## src/rtl/rr_arbiter.sv

```systemverilog
// Eight-way round-robin arbiter: rotating-priority pick in IDLE, registered one-hot grant
// held until done, request drop, or MAX_HOLD cycles elapse.
module rr_arbiter #(
  parameter int unsigned MAX_HOLD = 16
) (
  input  logic       clk,
  input  logic       rst,
  input  logic [7:0] req,
  input  logic       done,
  output logic [7:0] gnt,
  output logic [2:0] gnt_id,
  output logic       gnt_valid,
  output logic       timeout
);

  localparam int unsigned N  = 8;
  localparam int unsigned IW = 3;
  localparam int unsigned CW = 8;
  localparam logic [CW-1:0] HOLD_LAST = CW'(MAX_HOLD - 1);

  if (MAX_HOLD < 1 || MAX_HOLD > 255) begin : g_bad_max_hold
    $error("rr_arbiter: MAX_HOLD must be in 1..255");
  end

  typedef enum logic {
    IDLE = 1'b0,
    BUSY = 1'b1
  } state_t;

  state_t          state;
  state_t          state_nxt;
  logic [IW-1:0]   ptr;
  logic [IW-1:0]   ptr_nxt;
  logic [CW-1:0]   hold_cnt;
  logic [CW-1:0]   hold_cnt_nxt;
  logic [N-1:0]    gnt_nxt;
  logic [IW-1:0]   gnt_id_nxt;
  logic            gnt_valid_nxt;
  logic            timeout_nxt;

  logic [IW-1:0]   sel;
  logic            sel_found;
  logic [IW-1:0]   idx;
  logic            explicit_rel;
  logic            hold_hit;
  logic            rel_due;

  // Rotating-priority scan: start at ptr, ascend, wrap 7->0; first set bit wins.
  always_comb begin
    sel       = '0;
    sel_found = 1'b0;
    idx       = '0;
    for (int unsigned k = 0; k < N; k++) begin
      idx = ptr + IW'(k);
      if (!sel_found && req[idx]) begin
        sel       = idx;
        sel_found = 1'b1;
      end
    end
  end

  // Explicit release (done or request drop) takes precedence over the hold limit for timeout.
  always_comb begin
    explicit_rel = done | ~req[gnt_id];
    hold_hit     = (hold_cnt == HOLD_LAST);
    rel_due      = explicit_rel | hold_hit;
  end

  // Next-state and next-output computation.
  always_comb begin
    state_nxt     = state;
    ptr_nxt       = ptr;
    hold_cnt_nxt  = hold_cnt;
    gnt_nxt       = gnt;
    gnt_id_nxt    = gnt_id;
    gnt_valid_nxt = gnt_valid;
    timeout_nxt   = 1'b0;

    case (state)
      IDLE: begin
        if (sel_found) begin
          gnt_nxt       = N'(1) << sel;
          gnt_id_nxt    = sel;
          gnt_valid_nxt = 1'b1;
          hold_cnt_nxt  = '0;
          ptr_nxt       = sel + IW'(1);
          state_nxt     = BUSY;
        end
      end
      BUSY: begin
        if (rel_due) begin
          gnt_nxt       = '0;
          gnt_id_nxt    = '0;
          gnt_valid_nxt = 1'b0;
          hold_cnt_nxt  = '0;
          timeout_nxt   = ~explicit_rel;
          state_nxt     = IDLE;
        end else begin
          hold_cnt_nxt  = hold_cnt + CW'(1);
        end
      end
      default: begin
        state_nxt = IDLE;
      end
    endcase
  end

  // State and registered outputs; synchronous reset overrides everything.
  always_ff @(posedge clk) begin
    if (rst) begin
      state     <= IDLE;
      ptr       <= '0;
      hold_cnt  <= '0;
      gnt       <= '0;
      gnt_id    <= '0;
      gnt_valid <= 1'b0;
      timeout   <= 1'b0;
    end else begin
      state     <= state_nxt;
      ptr       <= ptr_nxt;
      hold_cnt  <= hold_cnt_nxt;
      gnt       <= gnt_nxt;
      gnt_id    <= gnt_id_nxt;
      gnt_valid <= gnt_valid_nxt;
      timeout   <= timeout_nxt;
    end
  end

endmodule

```

## config.mk

```make
export PLATFORM = sky130hd
export DESIGN_NAME = rr_arbiter
export DESIGN_NICKNAME = d
export VERILOG_FILES = /design/src/rtl/rr_arbiter.sv
export SDC_FILE = /design/constraint.sdc
export NUM_CORES = 1
export LEC_CHECK = 0
export CAP_MARGIN = 20
export CORE_MARGIN = 2
export CORE_UTILIZATION = 45
export CTS_CLUSTER_DIAMETER = 80
export DETAILED_ROUTE_END_ITERATION = 8
export DONT_BUFFER_PORTS = 1
export GPL_TIMING_DRIVEN = 0
export HOLD_SLACK_MARGIN = 0.15
export MAX_ROUTING_LAYER = met4
export PLACE_DENSITY_LB_ADDON = 0.12
export REMOVE_ABC_BUFFERS = 1
export SLEW_MARGIN = 10
export SYNTH_ARGS = -nofsm -noshare
export SYNTH_HDL_FRONTEND = slang
export SYNTH_SLANG_ARGS = --single-unit
```

## constraint.sdc

```tcl
create_clock -name clk -period 4.11 [get_ports clk]
set_input_delay 0.822 -clock clk [delete_from_list [all_inputs] [get_ports clk]]
set_output_delay 0.822 -clock clk [all_outputs]
set_load 0.01 [all_outputs]
```

## Word level (Yosys, flattened, before mapping)

Index checks and enable logic that the tools add are counted.

- Word-level logic and storage cells: 101
- Input bits: 11
- Output and inout bits: 13
- Flip-flop bits (word level): 25

- Equality and inequality tests: 3
- Add/sub/neg operators: 9
- Shifts and indexed selects: 1
- $lt $le $gt $ge: 9
- Bitwise gates (word level): 6
- Reduce and logical (&&, ||, !) cells: 17
- Multiplexer cells: 49

Operators by type and width:

| kind | count |
|---|---|
| < comparator 3 x 4 -> 1 bit, second input constant | 9 |
| two-way mux 8 bit | 4 |
| one-hot mux 8 bit (2 select lines) | 2 |
| two-way mux 3 bit | 10 |
| binary-select mux 1 bit (select 3 bit) | 9 |
| two-way mux 1 bit | 21 |
| adder 3 bit, second input constant | 4 |
| adder 8 x 1 -> 8 bit, second input constant | 1 |
| equality test 8 x 4 -> 1 bit, second input constant | 1 |
| << shifter 1 x 3 -> 8 bit, first input constant | 1 |
| logical AND 1 bit | 7 |
| logical NOT 1 bit | 7 |
| adder 3 x 1 -> 3 bit, second input constant | 2 |
| adder 3 x 2 -> 3 bit, second input constant | 2 |
| one-hot mux 3 bit (2 select lines) | 1 |
| NOT 1 bit | 4 |
| one-hot mux 1 bit (2 select lines) | 2 |
| AND reduction 2 bit | 2 |
| OR reduction 3 bit | 1 |
| inequality test 2 x 1 -> 1 bit, second input constant | 1 |
| inequality test 2 bit, second input constant | 1 |
| OR 1 bit | 2 |

## Depth between registers and ports, before layout

- Word-level depth: 27
- Depth in mapped cells: 16
- Mapped depth without buffers: 13

## Least setup slack after synthesis

OpenSTA, ideal clock, no wires.

- Kind: reg-to-reg
- From: reg ptr[1]
- To: reg ptr[2]
- Path buffers: 3
- Data required time: 3.982 ns
- Period minus slack after synthesis: 3.789 ns
- Library setup time: 0.128 ns
- Path slack: 0.321 ns
- Arrival time: 3.662 ns
- Stages on the path, launching flop included: 16
- Cell sequence: dfxtp_1 > clkbuf_1 > buf_2 > inv_1 > ha_1 > buf_2 > mux2_2 > a221oi_2 > or3b_1 > a21oi_2 > a21boi_0 > o21bai_1 > ha_1 > ha_1 > mux2i_1 > nor2_1

- Word-level cells in the longest chain between the ends: 25
- Elaborated cells on any way between the ends: 55
- Those cells by class: add/sub (8); mux (32); reduce/logical (15)

RTL lines:

| element | line | RTL |
|---|---|---|
| start, declared | 32 | `logic [IW-1:0] ptr;` |
| start signal, assigned | 120 | `ptr <= ptr_nxt;` |
| branches (longest 25 deep; another with adder 3 x 1 -> 3 bit) | n/a |  |

Several ways; the timed one is not identified. The select of a mux whose other input is x is not followed.
A chain may end at the register's enable or synchronous reset.

## Final worst setup path

- From: reg ptr[0]
- To: reg ptr[2]

Same word-level chain as after synthesis.

==> key figures <==
Run status
  – Outcome: complete, no violations

Power
  – Worst VDD drop: 263 µV
  – Pwr Density: 726 nW/µm²
  – Power, Total: 1.57 mW
  – Leak: 0.779 nW

Layout
  – Synth-to-Final Area Change: 4.68%
  – Finished layout cell area: 2160 µm²
  – Layout Nets: 239
  – Fill count: 426
  – Layout cells sized above 1: 0.196
  – # diodes: 0

STA
  – Final Skew: 9.15 ps
  – Slew margin rel.: 0.501
  – Fin crit share: 0.928
  – Final count of pins violating max slew: 0
  – Final setup viols: 0
  – RSZ-0062 raised after global routing: no
  – Worst-Margin Slew: 749 ps
  – Final hold vios: 0
  – Fmax: 262 MHz
  – Minimum clock period: 3810 ps

Synth
  – Mapped Cells: 225
  – Synthesized area per cell: 9.16 µm²
  – Mux cell area share after synthesis: 0.255
  – Compound-gate portion of the synthesized area: 0.198
  – FFs w/ async S/R, synth: 0
  – Synth area leaders: dfxtp_1 24%, mux4_2 14%, mux2i_1 5.8%
  – Post-synthesis sequential element count: 25
  – Largest area contributor in the netlist: dfxtp_1
  – Post-Synth Adder-Cell Area: 0.0486
  – Simple-gate portion of the synthesized area: 0.203
  – Synth top area share: 0.243
  – Ys Warns: 0
  – EDFF count, synth: 0
  – Ys flop type: dfxtp_1
  – Cell variety after synth: 52
  – Register area share after synthesis: 0.243
  – Synth Area in XOR/XNOR: 0.0128
  – Largest family of logic cells by synthesized area: multiplexers
  – Synthesized area: 2060 µm²

Critical path
  – Endpoint class of the critical path: flip-flop
  – Worst path required time: 4290 ps
  – CP arrival: 3990 ps
  – Startpoint types: flip-flop
  – Crit Path Category: flip-flop to flip-flop
  – Critical path fanouts, max: 18

Clock tree
  – CTS buffer count: 3
  – CTS tree: built
  – Clock root buffer: clkbuf_8
  – CTS sink cnt: 25
  – Clk buf depth: 2
  – CTS H-tree depth: 1
  – Worst skew pair latency: 280 ps
  – Clock Pin Slew Worst Setup and Hold Paths: 100 ps

GRT
  – Pin count of the biggest net entering global routing: 19
  – Total GRT Usage: 0.205
  – Antenna violations before repair: 0
  – Global route overflow: 0
  – Vias in the first global route: 1689
  – First-pass GRT wire length: 8.22 mm

Routing
  – Via density per instance: 6.39
  – Max Used Layer: met4
  – Wl on met1: 2.11 mm
  – DRC: 0
  – Detailed Routing Iterations Pass 1: 4
  – Routed length on met3: 194 µm
  – Detailed router's first-iteration violation count: 164
  – WL final: 4.79 mm
  – DR WL/cell: 17.7 µm
  – Vias: 1732
  – Wire length on met2: 2.45 mm
  – Final ANT Viol Nets: 0

Placed design
  – Port Buffers: 0
  – Final Wtd Congestion: 0.876
  – Detail Placement HPWL: 3.63 mm
  – DP Area: 2080 µm²

Worst hold path
  – Hold Crit Class: flip-flop to flip-flop

Die
  – Chip height: 71.7 µm
  – Die W: 71.7 µm
  – Die area: 5140 µm²
  – Num ports: 24
  – # rows: 24
  – Starting Density: 0.470
  – Core area: 4380 µm²

Job
  – Max-cap violation count: 0
metrics by stage:
stage	hold WS [ps]	util	TNS [ps]	setup slack (ps)	std cells
finish	495	0.492	0	297	271
global route	527	0.492	0	68.9	271
CTS	499	0.488	0	34.2	271
detailed placement	485	0.474	-4960	-651	267
global placement	470	0.474	-3650	-546	267
floorplan	452	-	0	119	215
path summary, 6_finish.rpt:
path,startpoint,to,slack [ps],depth (start not counted)
worst max-delay path,ptr[0],ptr[2],300,12
worst min-delay path,gnt[6],gnt[6],500,2
worst max register to register,ptr[0],ptr[2],300,12
worst min register to register,gnt[6],gnt[6],500,2
Yosys cell counts (2+ instances only):
master / instances
nand2_1: 19
xor2_1: 2
o22ai_1: 4
and3_1: 4
nor3b_1: 2
o21ai_0: 10
mux4_2: 13
nand3b_1: 4
clkbuf_1: 5
nor2_1: 18
o21ai_1: 4
buf_2: 3
nor2b_1: 4
dfxtp_1: 25
nand2b_1: 7
o21bai_1: 2
nor3_1: 2
mux2i_1: 12
ha_1: 8
nand3_1: 5
a221oi_1: 2
mux2_2: 10
a221oi_2: 2
a32o_1: 4
a21oi_1: 18
or3_1: 2
inv_1: 9
cell families after synthesis:
group / Yosys count
and+or+nand+nor: 76
AOI/OAI and AO/OA: 59
muxes: 35
DFF: 25
buffers and inverters: 19
adders and majority gates: 8
xor gates and xnor gates: 3
area by class of cell:
type | instances | area, µm² | share of cell area
Inverter | 9 | 33.8 | 0.0157
Clock buffer | 3 | 41.3 | 0.0191
Sequential cell | 25 | 508 | 0.235
Tap cell | 52 | 65.1 | 0.0302
Clock inverter | 1 | 8.76 | 0.00406
Multi-Input combinational cell | 181 | 1500 | 0.695
power breakdown:
part	switching [mW]	leakage, nW	internal, mW	total [mW]
Combinational	0.532	0.548	0.478	1.01
Sequential	0.108	0.205	0.293	0.400
Clock	0.0836	0.0261	0.0711	0.155
metal layers:
| metal | global-route usage | vias up |
|---|---|---|
| met2 | 0.340 | 34 |
| met1 | 0.267 | 854 |
| li1 | - | 838 |
| met4 | 0.0419 | 0 |
| met3 | 0.0309 | 6 |
| met5 | - | - |
flip-flops by register name, indices dropped and copies added (netlist names):
register	cells
gnt_id	3
timeout	1
ptr	3
gnt	8
hold_cnt	8
gnt_valid	1
state	1
placed cells by master, fill, tap and decap left out, types with 5 or more instances in the layout:
master    count
a21oi_1      18
mux2_2       10
nor2_1       18
nand2_1      19
mux2i_1      11
o21ai_0      10
inv_1         9
nand3_1       5
nand2b_1      7
mux4_2       13
dfxtp_1      23
ha_1          7
worst max-delay path: stages, from the launching register on:
cell      delay, ps
dfxtp_4         520
inv_1           200
ha_4            420
mux2_2          370
a221oi_2        380
or3b_1          430
a21oi_2         270
mux2i_1         250
o22ai_2         150
ha_1            260
ha_1            280
mux2i_1         150
nor2_1           50
what timing repair did:
action,4_1_cts,5_1_grt
setup endpoints to repair,20,5
hold buffers,0,0
pin swaps,0,0
gates resized for setup,5,4
buffers inserted,0,0
cloned,0,0
(Power assumes the default switching activity.)
